`src/rtl/poly_diff_engine_pkg.sv`:
```
// Shared constants and state encoding for the forward-difference polynomial engine.
package poly_diff_engine_pkg;

   localparam int ACC_W  = 24;
   localparam int ANS_W  = 20;
   localparam int N_W    = 6;
   localparam int COEF_W = 8;

   // Largest value the 6-digit BCD display stage can show.
   localparam int unsigned DISP_MAX = 999999;

   typedef enum logic {
      ST_IDLE = 1'b0,
      ST_OP   = 1'b1
   } state_t;

endpackage

```
`src/rtl/poly_diff_engine.sv`:
```
// Evaluates a cubic f(n) by forward differencing: one add stage per step, result
// saturated to the display range, handed to the downstream bin2bcd via done_tick.
module poly_diff_engine
   import poly_diff_engine_pkg::*;
(
   input  logic              clk,
   input  logic              rst_n,
   input  logic              start,
   input  logic [N_W-1:0]    n,
   input  logic [COEF_W-1:0] f0,
   input  logic [COEF_W-1:0] g0,
   input  logic [COEF_W-1:0] h0,
   input  logic [COEF_W-1:0] c3,
   output logic [ANS_W-1:0]  ans,
   output logic              ovf,
   output logic              ready,
   output logic              done_tick
);

   state_t             r_state;
   state_t             w_state_nxt;
   logic [ACC_W-1:0]   r_f;
   logic [ACC_W-1:0]   r_g;
   logic [ACC_W-1:0]   r_h;
   logic [ACC_W-1:0]   r_c;
   logic [N_W-1:0]     r_i;
   logic [ANS_W-1:0]   r_ans;
   logic               r_ovf;
   logic               w_sat_ovf;
   logic [ANS_W-1:0]   w_sat_ans;

   always_comb begin
      w_sat_ovf = (r_f > ACC_W'(DISP_MAX));
      w_sat_ans = w_sat_ovf ? ANS_W'(DISP_MAX) : r_f[ANS_W-1:0];
   end

   always_ff @(posedge clk or negedge rst_n) begin
      if (!rst_n) r_state <= ST_IDLE;
      else        r_state <= w_state_nxt;
   end

   always_comb begin
      w_state_nxt = r_state;
      done_tick   = 1'b0;
      ready       = 1'b0;
      case (r_state)
         ST_IDLE: begin
            ready = 1'b1;
            if (start) w_state_nxt = ST_OP;
         end
         ST_OP: begin
            if (r_i == '0) begin
               done_tick   = 1'b1;
               w_state_nxt = ST_IDLE;
            end
         end
         default: w_state_nxt = ST_IDLE;
      endcase
   end

   always_ff @(posedge clk or negedge rst_n) begin
      if (!rst_n) begin
         r_f   <= '0;
         r_g   <= '0;
         r_h   <= '0;
         r_c   <= '0;
         r_i   <= '0;
         r_ans <= '0;
         r_ovf <= 1'b0;
      end else begin
         case (r_state)
            ST_IDLE: begin
               if (start) begin
                  r_f <= ACC_W'(f0);
                  r_g <= ACC_W'(g0);
                  r_h <= ACC_W'(h0);
                  r_c <= ACC_W'(c3);
                  r_i <= n;
               end
            end
            ST_OP: begin
               if (r_i != '0) begin
                  r_f <= r_f + r_g;
                  r_g <= r_g + r_h;
                  r_h <= r_h + r_c;
                  r_i <= r_i - 1'b1;
               end else begin
                  r_ans <= w_sat_ans;
                  r_ovf <= w_sat_ovf;
               end
            end
            default: ;
         endcase
      end
   end

   // Bypass the holding register so the result is already valid in the done_tick cycle.
   assign ans = done_tick ? w_sat_ans : r_ans;
   assign ovf = done_tick ? w_sat_ovf : r_ovf;

endmodule

```
`config.mk`:
```
export PLATFORM = sky130hd
export DESIGN_NAME = poly_diff_engine
export DESIGN_NICKNAME = d
export VERILOG_FILES = /design/src/rtl/poly_diff_engine_pkg.sv /design/src/rtl/poly_diff_engine.sv
export SDC_FILE = /design/constraint.sdc
export NUM_CORES = 1
export LEC_CHECK = 0
export CORE_ASPECT_RATIO = 0.6
export CORE_UTILIZATION = 41
export CTS_CLUSTER_DIAMETER = 80
export DETAILED_ROUTE_END_ITERATION = 8
export SLEW_MARGIN = 20
export SYNTH_ARGS = -nofsm -noshare
export SYNTH_HDL_FRONTEND = slang
export SYNTH_SLANG_ARGS = --single-unit
```
`constraint.sdc`:
```
create_clock -name clk -period 3.9 [get_ports clk]
set_clock_uncertainty 0.05 [all_clocks]
set_input_delay 0.975 -clock clk [delete_from_list [all_inputs] [get_ports clk]]
set_output_delay 0.975 -clock clk [all_outputs]
set_load 0.005 [all_outputs]
```
# Word-level counts from Yosys, hierarchy flattened
# Index checks and enable logic that the tools add are counted.
# totals
input_bits,41
word_cells,43
out_inout_bits,23
register_bits,108
# op_classes
reduce_logical,5
muxes,21
magnitude_cmp,1
addsub,4
bitwise,2
n_eq_ne,2
# op_table
cell,n
$mux W24,6
$pmux W24 S2,3
$add A24 B24 Y24,2
$mux W20,2
$add A24 B8 Y24,1
$gt A24 B20 Y1 const B,1
$mux W6,2
$pmux W6 S2,1
$logic_not A6 Y1,1
$mux W1,6
$reduce_and A2 Y1,3
$reduce_bool A6 Y1,1
$sub A6 B1 Y6 const B,1
$ne A2 B1 Y1 const B,1
$ne A2 B2 Y1 const B,1
$not A1 Y1,2
$pmux W1 S2,1

# Logic depth before layout (Yosys ltp)
# Gate-level depths: netlist (run 1).
# depth
depth_word,4
ltp_mapped,10
ltp_nobuf,10

# Worst setup path after synthesis (run 1)
# OpenSTA, ideal clock, no wires.
# synth_timing
kind,reg2out
from,register r_i[0]
to,output ans[0]
n_path_buf,1
t_required_ns,2.875
arrival_time_ns,2.015
path_stages_with_launch,11
setup_slack_ns,0.860
path_cell_list,dfrtp_1 inv_1 ha_1 nand2b_2 nor4_1 nand2_1 inv_1 nand2_1 or2_2 clkbuf_1 o22a_1
# synth_via
elab_chain_cells,4
# synth_lines
item,line,source
from (decl),poly_diff_engine.sv:26,logic [N_W-1:0] r_i;
from (signal assigned),poly_diff_engine.sv:78,r_i <= n;
from (signal assigned),poly_diff_engine.sv:86,r_i <= r_i - 1'b1;
$logic_not A6 Y1,poly_diff_engine.sv:52,if (r_i == '0) begin
$mux W1,poly_diff_engine.sv:52,
$mux W1,poly_diff_engine.sv:46,case (r_state)
$mux W20,poly_diff_engine.sv:98,assign ans = done_tick ? w_sat_ans : r_ans;
to (decl),poly_diff_engine.sv:14,"output logic [ANS_W-1:0] ans,"
# Every way passes these cells.

# Worst setup path in the final report (run 1)
# layout_timing
from,register r_i[0]
to,output ans[2]
# The elaborated chain is that of the path after synthesis.

==> results of run 1 <==
==> kinds of logic (layout without fill, tap and decap cells) <==
kind of cell             Yosys count  in the layout  synth area share
adder cells (fa/ha/maj)           58             58             0.104
AND/OR/NAND/NOR                  267            267             0.172
buffers and inverters             51            116            0.0273
multiplexers                      13             13            0.0183
flip-flops                       108            108             0.376
AO/OA/AOI/OAI                    276            276             0.248
XOR/XNOR                          45             45            0.0548
==> worst min path at each step <==
stage             end  slack (ps)  cells past startpoint
4_1_cts        r_c[0]         440                      2
5_1_grt        r_c[7]         470                      2
2_1_floorplan  r_c[0]         400                      2
6_report       r_c[0]         440                      2
3_3_place_gp   r_c[0]         420                      2
3_5_place_dp   r_c[0]         420                      2
==> stage by stage <==
| stage | setup TNS [ps] | hold WS (ps) | area, sq um | power [mW] | utilization |
|---|---|---|---|---|---|
| 5_1_grt | -1.57 | 474 | 8510 | 8.78 | 0.497 |
| 2_1_floorplan | 0 | 400 | 7190 | 5.66 | - |
| 4_1_cts | 0 | 438 | 8480 | 7.98 | 0.495 |
| 3_3_place_gp | 0 | 423 | 8130 | 6.83 | 0.474 |
| 6_report | 0 | 436 | 8510 | 7.98 | 0.497 |
| 3_5_place_dp | 0 | 421 | 8130 | 6.88 | 0.474 |
==> routing by layer <==
metal,vias up,track usage,routed length (um)
met3,15,0.0371,734
li1,3129,-,-
met2,134,0.274,6670
met4,0,0.0373,138
met5,-,0,0
met1,2824,0.364,10900
==> critical path: cells and delay by family (launching register included) <==
kind / cells / cell delay, ps
fa+ha+maj: 1 / 220
flops: 1 / 390
simple gates: 5 / 880
buf+inv: 3 / 660
compound gates: 1 / 200
==> cells in the mapped netlist, drive strengths merged, types with 6 or more instances <==
| master | instances | area share |
|---|---|---|
| nand2b | 7 | 0.0064 |
| nor2 | 59 | 0.031 |
| o21bai | 6 | 0.0063 |
| dfrtp | 108 | 0.38 |
| xor2 | 21 | 0.026 |
| o22a | 11 | 0.013 |
| buf | 11 | 0.0064 |
| nor3 | 13 | 0.0090 |
| nand4 | 11 | 0.0096 |
| mux2i | 12 | 0.017 |
| nand2 | 109 | 0.057 |
| o211ai | 8 | 0.0083 |
| a211oi | 6 | 0.0063 |
| nor2b | 9 | 0.0078 |
| a21o | 18 | 0.019 |
| a31oi | 9 | 0.0078 |
| inv | 21 | 0.011 |
| a22o | 8 | 0.0097 |
| xnor2 | 24 | 0.029 |
| clkbuf | 18 | 0.0094 |
| nand3 | 29 | 0.022 |
| a21oi | 72 | 0.050 |
| o21a | 11 | 0.011 |
| ha | 55 | 0.096 |
| o21ai | 89 | 0.062 |
| or3 | 6 | 0.0052 |
==> final cells by class <==
class                   count  area (sq um)
fillers                  1674          8610
multi-input cells         659          4360
flip-flops and latches    108          2700
repair buffers             78           738
well taps                 234           293
clock buffers              10           229
clock inverters             6           113
inverters                  22          82.6
==> sequential cells by signal (all words and copies together) (netlist names) <==
register	cells
r_ans	20
r_c	8
r_f	24
r_g	24
r_h	24
r_i	6
r_ovf	1
r_state	1
==> power breakdown <==
group / switching (mW) / leakage [nW] / total [mW] / internal [mW]
Clock: 0.425 / 0.167 / 1.05 / 0.629
Combinational: 2.68 / 2.22 / 4.79 / 2.11
Sequential: 0.504 / 1.35 / 2.14 / 1.63
Total: 3.61 / 3.74 / 7.98 / 4.37
==> timing repair <==
item	in CTS	in global routing
gates cloned	0	1
pin swaps	1	3
endpoints found under the setup margin	16	17
resized for setup	3	9
==> results.rst, run 1 <==
.. list-table::
   :header-rows: 1

   * - Metric
     - Value
   * - Number of core rows
     - 37
   * - Number of top-level design ports
     - 64
   * - Maximum fanout count along the critical path
     - 7
   * - Worst flop-to-flop path endpoint
     - r_g[20]
   * - Flip-flop cell with the highest count after synthesis
     - sky130_fd_sc_hd__dfrtp_1
   * - FF+latch count, synth
     - between 100 and 150
   * - Number of routed nets with antenna violations
     - 0
   * - R2R Path Start
     - r_g[0]
   * - Worst-case clock buffer depth
     - 2
   * - Cells traversed along the worst timing path
     - inv_1 > ha_2 > nand2b_4 > nor4_4 > nand2_2 > inv_2 > nand2_4 > or2_4 > o22a_1 > clkdlybuf4s50_1
   * - Aggregate routed wire length
     - around 18,000 um
   * - Grt total ovfl
     - 0
   * - First-iteration detailed-routing DRC count
     - 460
   * - Detailed-router iteration count before antenna repair
     - 5
   * - Kind of end point of the critical path
     - output pin
   * - Pin count of the biggest net entering global routing
     - 55
   * - Effective utilization at floorplan
     - 0.420
   * - Wire length per cell after detailed routing
     - about 17 um
   * - Master of the slowest instance on the critical path
     - sky130_fd_sc_hd__clkdlybuf4s50_1
   * - Power density over the cells
     - 937 mW/mm^2
   * - Via count normalized by instance count
     - approximately 5.5
   * - Slew at the pin with the worst max-slew slack
     - around 800 ps
   * - H-Tree Depth
     - 3
   * - Status
     - completed
   * - Pleak
     - around 3.7 nW
   * - Worst setup path endpoint
     - ans[2]
   * - Data required time of the worst path
     - between 2000 and 3000 ps
   * - Startpoint of the lowest-slack hold path
     - r_c[0]
   * - Sequential area share after synthesis
     - 0.376
   * - Die Span Y
     - 105 um
   * - Number of buffers added on ports
     - between 60 and 70
   * - Insertion delay to the later sink of the worst-skew pair
     - 360 ps
   * - Reg clk slew, reported paths
     - 70 ps
   * - Global routing usage summed across all routing layers
     - 0.215
   * - Final hold viol count
     - 0
   * - Cts bufs inserted
     - 9
   * - Instance count of the mapped netlist
     - just over 800
   * - CTS sink cnt
     - around 110
   * - Nets@finish
     - between 900 and 1,000
   * - Worst Path Arrival
     - roughly 2700 ps
   * - Number of buffers inserted by post-CTS setup repair
     - 0
   * - Unique cell type count in the Yosys netlist
     - between 60 and 70
   * - Ant diodes
     - 0
   * - Final critical-path required period
     - between 3000 and 4000 ps
   * - Initial antenna violation count
     - 0
   * - Floorplan Core Area
     - around 0.017 sq mm
   * - Category of the most critical setup path
     - reg2out
   * - Area of the die
     - about 0.018 sq mm
   * - Number of max-capacitance violations reported
     - 0
   * - HPWL after DPL
     - 13,900 um
   * - Headroom to the max-slew limit
     - 0.448
   * - First-pass GRT wire length
     - slightly above 30,000 um
   * - Total standard cell area after synthesis
     - between 0.007 and 0.008 sq mm
   * - Layout area overhead
     - 18.3%
   * - Via Count
     - between 6,000 and 7,000
   * - Placed instance count
     - around 1,100
   * - Root Driver
     - sky130_fd_sc_hd__clkbuf_16
   * - Top library cells by usage in the layout, fill and taps aside
     - 108 x sky130_fd_sc_hd__dfrtp_1, 107 x sky130_fd_sc_hd__nand2_1, 87 x sky130_fd_sc_hd__o21ai_0, 72 x sky130_fd_sc_hd__a21oi_1, 62 x sky130_fd_sc_hd__clkdlybuf4s50_1
   * - R2R setup slack
     - between 1000 and 1500 ps
   * - Period utilization
     - 0.955
   * - DR DRC count
     - 0
   * - Startpoint type of the worst setup path
     - flip-flop
   * - Count of flip-flops with a built-in enable after synthesis
     - 0
   * - TritonCTS clock tree
     - yes
   * - Chip width
     - roughly 170 um
   * - Via count of the first global-routing pass
     - about 5,700
   * - First element of the critical path
     - r_i[0]
   * - Max rail drop VDD
     - ~0.32 mV
   * - Timing-limited maximum frequency
     - 268 MHz
   * - Syn_nets
     - slightly above 900
   * - Worst path setup slack after routing
     - 175 ps
   * - Hold buffer count at cts
     - 0
   * - Ratio of cells with drive above 1 in the final layout
     - 0.0623
   * - Fraction of registers with async set/reset
     - 1.00
   * - Worst min-delay path class
     - reg2reg
   * - R2R depth
     - 10
   * - Warnings from Yosys
     - 0
   * - Delay of the slowest critical-path stage
     - between 400 and 500 ps
   * - Mapped Avg Cell Area
     - slightly below 9 sq um
   * - Minimum setup slack after placement
     - 137 ps
   * - Final setup violation count
     - 0
   * - Final Max Slew Viols
     - 0
   * - Leading cell type in the layout, fill and taps excluded
     - sky130_fd_sc_hd__dfrtp_1
   * - Weighted congestion at the end of routability-driven global placement
     - around 0.95
   * - Count of placed standard cells in the final layout, fillers left out
     - between 1,000 and 1,500
No activity file was read; power rests on OpenSTA's default activity.
==> run 2, diff against run 1 <==
--- a/config.mk
+++ b/config.mk
@@ -6,9 +6,10 @@
 export NUM_CORES = 1
 export LEC_CHECK = 0
 export CORE_ASPECT_RATIO = 0.6
-export CORE_UTILIZATION = 41
+export CORE_UTILIZATION = 50
 export CTS_CLUSTER_DIAMETER = 80
 export DETAILED_ROUTE_END_ITERATION = 8
+export PLACE_DENSITY = 0.71
 export SLEW_MARGIN = 20
 export SYNTH_ARGS = -nofsm -noshare
 export SYNTH_HDL_FRONTEND = slang
==> run 2 against run 1 <==
Clock power shrank 14%; worst setup slack lost 64 ps; fmax shrank 1.7%; sequential cell count is the same; count of clock-buffer cells in the layout is the same; final cell count shrank 3.5%; total power shrank 0.25%; largest cell class unchanged; highest routed layer unchanged.
==> results.rst, run 2 (synthesized netlist as in run 1, its figures left out) <==
.. list-table::
   :header-rows: 1

   * - Metric
     - Value
   * - Hold buffer count at cts
     - 0
   * - Number of core rows
     - 33
   * - Data required time of the worst path
     - around 2900 ps
   * - Number of buffers added on ports
     - 63
   * - Weighted congestion at the end of routability-driven global placement
     - between 0.9 and 1
   * - Leading cell type in the layout, fill and taps excluded
     - sky130_fd_sc_hd__dfrtp_1
   * - Wire length per cell after detailed routing
     - ~18 um
   * - Max rail drop VDD
     - 0.503 mV
   * - H-Tree Depth
     - 3
   * - Count of placed standard cells in the final layout, fillers left out
     - between 1,000 and 1,500
   * - Power density over the cells
     - ~940 mW/mm^2
   * - Chip width
     - 157 um
   * - First-iteration detailed-routing DRC count
     - between 300 and 400
   * - Pin count of the biggest net entering global routing
     - 66
   * - Detailed-router iteration count before antenna repair
     - 5
   * - Layout area overhead
     - 17.6%
   * - Pleak
     - 3.73 nW
   * - Aggregate routed wire length
     - ~19,000 um
   * - Worst min-delay path class
     - reg2reg
   * - Grt total ovfl
     - 0
   * - Slew at the pin with the worst max-slew slack
     - 668 ps
   * - R2R depth
     - 8
   * - Top library cells by usage in the layout, fill and taps aside
     - 108 x sky130_fd_sc_hd__dfrtp_1, 107 x sky130_fd_sc_hd__nand2_1, 87 x sky130_fd_sc_hd__o21ai_0, 72 x sky130_fd_sc_hd__a21oi_1, 62 x sky130_fd_sc_hd__clkdlybuf4s50_1
   * - CTS sink cnt
     - approximately 110
   * - Period utilization
     - 0.971
   * - Via count normalized by instance count
     - about 5.9
   * - Status
     - completed
   * - Placed instance area
     - ~0.008 sq mm
   * - Ratio of cells with drive above 1 in the final layout
     - 0.0677
   * - Startpoint type of the worst setup path
     - flip-flop
   * - Ant diodes
     - 0
   * - Worst hold path stage count
     - 2
   * - Finished layout cell area
     - roughly 0.0085 sq mm
   * - Number of routed nets with antenna violations
     - 0
   * - Global routing usage summed across all routing layers
     - 0.274
   * - Worst Path Arrival
     - approximately 2800 ps
   * - Timing-limited maximum frequency
     - 264 MHz
   * - Initial antenna violation count
     - 0
   * - Reg clk slew, reported paths
     - 80 ps
   * - Final setup violation count
     - 0
   * - TritonCTS clock tree
     - yes
   * - Worst-case clock buffer depth
     - 2
   * - First-pass GRT wire length
     - between 30,000 and 40,000 um
   * - Effective utilization at floorplan
     - 0.520
   * - Placed instance count
     - ~1,100
   * - Final hold viol count
     - 0
   * - DR DRC count
     - 0
   * - HPWL after DPL
     - ~14,000 um
   * - Final critical-path required period
     - ~3800 ps
   * - Headroom to the max-slew limit
     - 0.555
   * - Number of max-capacitance violations reported
     - 0
   * - Nets@finish
     - between 900 and 1,000
   * - Maximum fanout count along the critical path
     - 6
   * - Via Count
     - 6,406
   * - Kind of end point of the critical path
     - output pin
   * - Die Span Y
     - approximately 95 um
   * - Cts bufs inserted
     - 9
   * - Final Max Slew Viols
     - 0
   * - Insertion delay to the later sink of the worst-skew pair
     - 360 ps
   * - Via count of the first global-routing pass
     - 6,079
   * - Top flop regs
     - r_f x24, r_g x24, r_h x24
   * - Number of top-level design ports
     - between 60 and 70
   * - Category of the most critical setup path
     - reg2out
   * - Root Driver
     - sky130_fd_sc_hd__clkbuf_16
   * - Floorplan Core Area
     - approximately 0.014 sq mm
   * - Area of the die
     - 0.0149 sq mm
==> run 2: cell types whose count changed in the layout (fill, tap and decap cells not counted), sizes merged <==
| cell | delta |
|---|---|
| bufinv | -3 |
| inv | +3 |
| buf | +3 |
==> run 2: repair_timing <==
item	4_1_cts	5_1_grt
pin swaps	1	3
gates resized for setup	2	10
buffers inserted	0	4
setup endpoints to repair	12	17
==> run 2: stage by stage <==
step,hold WS (ps),utilization,TNS (ps),setup WS [ps],total power [mW]
after floorplan,400,-,0,860,5.66
after global placement,422,0.585,0,369,6.72
after detailed placement,431,0.585,0,264,6.95
after CTS,451,0.606,0,25.8,7.88
after global routing,476,0.611,-146,-41.0,8.72
final,448,0.611,0,111,7.96
==> run 2: final cells by class <==
cell class / count / area, sq um
fillers: 1158 / 5370
repair buffers: 81 / 786
inverters: 22 / 82.6
clock buffers: 10 / 239
multi-input cells: 659 / 4350
flip-flops and latches: 108 / 2700
well taps: 192 / 240
clock inverters: 6 / 53.8
==> run 2: power by group <==
group	total [mW]	leakage [nW]	switching, mW	internal (mW)
clock	0.903	0.147	0.439	0.464
sequential	2.15	1.35	0.520	1.63
combinational	4.91	2.23	2.77	2.14
==> run 2: metal layers <==
layer	GRT usage	vias up	routed length, um
met3	0.0454	11	1150
met5	0	-	0
met4	0.0605	0	104
met1	0.407	3062	9760
met2	0.414	207	8120
li1	-	3126	-
==> run 2: worst paths after layout <==
check | start | to | slack (ps)
worst min-delay path | r_c[0] | r_c[0] | 450
worst min register to register | r_c[0] | r_c[0] | 450
worst max-delay path | r_i[0] | ans[15] | 110
min in group asynchronous | rst_n | r_c[2] | 550
worst max register to register | r_g[3] | r_g[23] | 900
max in group asynchronous | rst_n | r_ans[8] | 2480
==> run 2: worst max-delay path, cell delays in order (launching register included) <==
cell and delay (ps):
sky130_fd_sc_hd__dfrtp_1 410, sky130_fd_sc_hd__inv_2 100, sky130_fd_sc_hd__ha_4 160, sky130_fd_sc_hd__nand2b_4 90, sky130_fd_sc_hd__nor4_4 240, sky130_fd_sc_hd__nand2_2 160
sky130_fd_sc_hd__inv_2 90, sky130_fd_sc_hd__nand2_2 90, sky130_fd_sc_hd__nor2_1 120, sky130_fd_sc_hd__buf_4 130, sky130_fd_sc_hd__buf_2 140, sky130_fd_sc_hd__a22o_1 160
sky130_fd_sc_hd__clkdlybuf4s50_1 510
==> run 3, diff against run 2 <==
--- a/config.mk
+++ b/config.mk
@@ -6,10 +6,10 @@
 export NUM_CORES = 1
 export LEC_CHECK = 0
 export CORE_ASPECT_RATIO = 0.6
-export CORE_UTILIZATION = 50
+export CORE_UTILIZATION = 30
 export CTS_CLUSTER_DIAMETER = 80
 export DETAILED_ROUTE_END_ITERATION = 8
-export PLACE_DENSITY = 0.71
+export MAX_ROUTING_LAYER = met4
 export SLEW_MARGIN = 20
 export SYNTH_ARGS = -nofsm -noshare
 export SYNTH_HDL_FRONTEND = slang
==> run 3 against run 2 <==
Via count shrank 3.8%; non-clock buffer count is 2 lower; fmax increased by 1.6%; sequential cell count unchanged; worst setup slack improved by 58 ps; die area up 65%; clock power shrank 0.6%; utilization decreased by 24 points; critical path type unchanged; largest power group unchanged.
==> results.rst, run 3 (synthesized netlist as in run 1, its figures left out) <==
.. list-table::
   :header-rows: 1

   * - Metric
     - Value
   * - Worst Path Arrival
     - roughly 2700 ps
   * - R2R depth
     - 8
   * - Layout area overhead
     - 19.4%
   * - Number of core rows
     - 43
   * - Area of the multi-input gates
     - 0.00436 sq mm
   * - Status
     - completed
   * - Period utilization
     - 0.957
   * - DR DRC count
     - 0
   * - Startpoint type of the worst setup path
     - flip-flop
   * - Final hold viol count
     - 0
   * - Category of the most critical setup path
     - reg2out
   * - Worst flop-to-flop path endpoint
     - r_g[20]
   * - Max rail drop VDD
     - 0.290 mV
   * - Number of top-level design ports
     - 64
   * - Via count normalized by instance count
     - 5.14
   * - First-pass GRT wire length
     - around 32,000 um
   * - Final setup violation count
     - 0
   * - Fill count
     - 2,372
   * - Initial antenna violation count
     - 0
   * - Kind of end point of the critical path
     - output pin
   * - Floorplan Core Area
     - 0.0233 sq mm
   * - Wire length per cell after detailed routing
     - 16.3 um
   * - Number of max-capacitance violations reported
     - 0
   * - Detailed-router iteration count before antenna repair
     - 6
   * - RSZ-0062 raised after global routing
     - false
   * - Register Area
     - about 0.0027 sq mm
   * - Area of the die
     - around 0.025 sq mm
   * - Final critical-path required period
     - between 3000 and 4000 ps
   * - CTS sink cnt
     - 108
   * - Total power of the final layout
     - just under 8 mW
   * - HPWL after DPL
     - around 15,000 um
   * - Via count of the first global-routing pass
     - around 6,000
   * - Maximum fanout count along the critical path
     - 7
   * - Ratio of cells with drive above 1 in the final layout
     - 0.0645
   * - Top library cells by usage in the layout, fill and taps aside
     - 108 x sky130_fd_sc_hd__dfrtp_1, 107 x sky130_fd_sc_hd__nand2_1, 87 x sky130_fd_sc_hd__o21ai_0, 72 x sky130_fd_sc_hd__a21oi_1, 62 x sky130_fd_sc_hd__clkdlybuf4s50_1
   * - Via Count
     - ~6,000
   * - Die Span Y
     - between 100 and 150 um
   * - Pin count of the biggest net entering global routing
     - a little over 70
   * - End point of the most critical hold path
     - r_c[7]
   * - Slew at the pin with the worst max-slew slack
     - between 700 and 800 ps
   * - Startpoint of the lowest-slack hold path
     - r_c[7]
   * - Root Driver
     - sky130_fd_sc_hd__clkbuf_16
   * - R2R setup slack
     - slightly above 1000 ps
   * - Leading cell type in the layout, fill and taps excluded
     - sky130_fd_sc_hd__dfrtp_1
   * - Global routing usage summed across all routing layers
     - 0.171
   * - Effective utilization at floorplan
     - 0.309
   * - R2R Path Start
     - r_g[2]
   * - First-iteration detailed-routing DRC count
     - between 500 and 600
   * - Worst hold path stage count
     - 2
   * - H-Tree Depth
     - 3
   * - Weighted congestion at the end of routability-driven global placement
     - just over 0.9
   * - Top flop regs
     - r_f x24, r_g x24, r_h x24
   * - Number of routed nets with antenna violations
     - 0
   * - Ant diodes
     - 0
   * - Worst min-delay path class
     - reg2reg
   * - Worst-case clock buffer depth
     - 2
   * - Number of buffers added on ports
     - 63
   * - Final core utilization
     - 0.369
   * - Data required time of the worst path
     - approximately 2900 ps
   * - Headroom to the max-slew limit
     - 0.514
   * - Timing-limited maximum frequency
     - approximately 270 MHz
   * - Summed negative setup slack over all endpoints
     - 0 ps
   * - Final Max Slew Viols
     - 0
   * - Aggregate routed wire length
     - slightly below 20,000 um
   * - Nets@finish
     - just under 1,000
   * - Hold buffer count at cts
     - 0
   * - TritonCTS clock tree
     - yes
   * - Grt total ovfl
     - 0
   * - Insertion delay to the later sink of the worst-skew pair
     - between 300 and 400 ps
   * - Power density over the cells
     - 923 mW/mm^2
   * - Cts bufs inserted
     - 9
   * - Pleak
     - 3.70 nW
   * - Chip width
     - around 200 um
   * - Reg clk slew, reported paths
     - about 70 ps
-- run 3: worst max-delay path, cell delays in order (launching register included) --
cell	delay, ps
sky130_fd_sc_hd__dfrtp_1	390
sky130_fd_sc_hd__inv_1	120
sky130_fd_sc_hd__ha_4	170
sky130_fd_sc_hd__nand2b_4	80
sky130_fd_sc_hd__nor4_4	240
sky130_fd_sc_hd__nand2_2	180
sky130_fd_sc_hd__inv_2	100
sky130_fd_sc_hd__nand2_2	100
sky130_fd_sc_hd__or2_4	320
sky130_fd_sc_hd__o22a_1	200
sky130_fd_sc_hd__clkdlybuf4s50_1	440
-- run 3: metrics by stage --
stage | hold WS (ps) | setup slack (ps) | std cells | cell area (sq um)
4_1_cts | 458 | 53.2 | 1198 | 8550
3_3_place_gp | 428 | 228 | 1181 | 8240
3_5_place_dp | 439 | 213 | 1181 | 8240
6_report | 452 | 169 | 1199 | 8590
2_1_floorplan | 400 | 860 | 818 | 7190
5_1_grt | 486 | 7.85 | 1199 | 8590
-- run 3: how the worst max path moves through the flow --
stage	end	slack, ps	startpoint
finish	ans[3]	170	r_i[0]
detailed placement	ans[0]	210	r_i[0]
floorplan	ans[0]	860	r_i[0]
global placement	ans[0]	230	r_i[0]
global route	ans[9]	8	r_i[0]
CTS	ans[13]	50	r_i[0]
-- run 3: repair_timing --
action                                  in CTS  in global routing
resized for setup                            3                  9
endpoints found under the setup margin      15                 16
cloned                                       0                  1
setup buffers                                1                  0
endpoints found under the hold margin        0                  0
pin swaps                                    1                  4
-- run 3: area by class of cell --
| type | count | share of cell area |
|---|---|---|
| timing repair buffer | 79 | 0.0883 |
| tap | 315 | 0.0459 |
| multi-input combinational | 659 | 0.508 |
| sequential | 108 | 0.315 |
| inverter | 22 | 0.00962 |
| clock buffer | 10 | 0.0278 |
| clock inverter | 6 | 0.00583 |
-- run 3: per-layer routing --
| metal | track usage | wire [um] | vias to the layer above |
|---|---|---|---|
| met4 | 0.0308 | 152 | 0 |
| met1 | 0.273 | 11200 | 2873 |
| met2 | 0.215 | 7200 | 146 |
| met3 | 0.0356 | 1030 | 14 |
| li1 | - | - | 3128 |
| met5 | - | 0 | - |
-- run 3: power breakdown --
| part | internal [mW] | switching (mW) | total, mW |
|---|---|---|---|
| clock network | 0.456 | 0.442 | 0.898 |
| logic | 2.13 | 2.74 | 4.86 |
| registers | 1.63 | 0.538 | 2.17 |
| total | 4.21 | 3.72 | 7.93 |
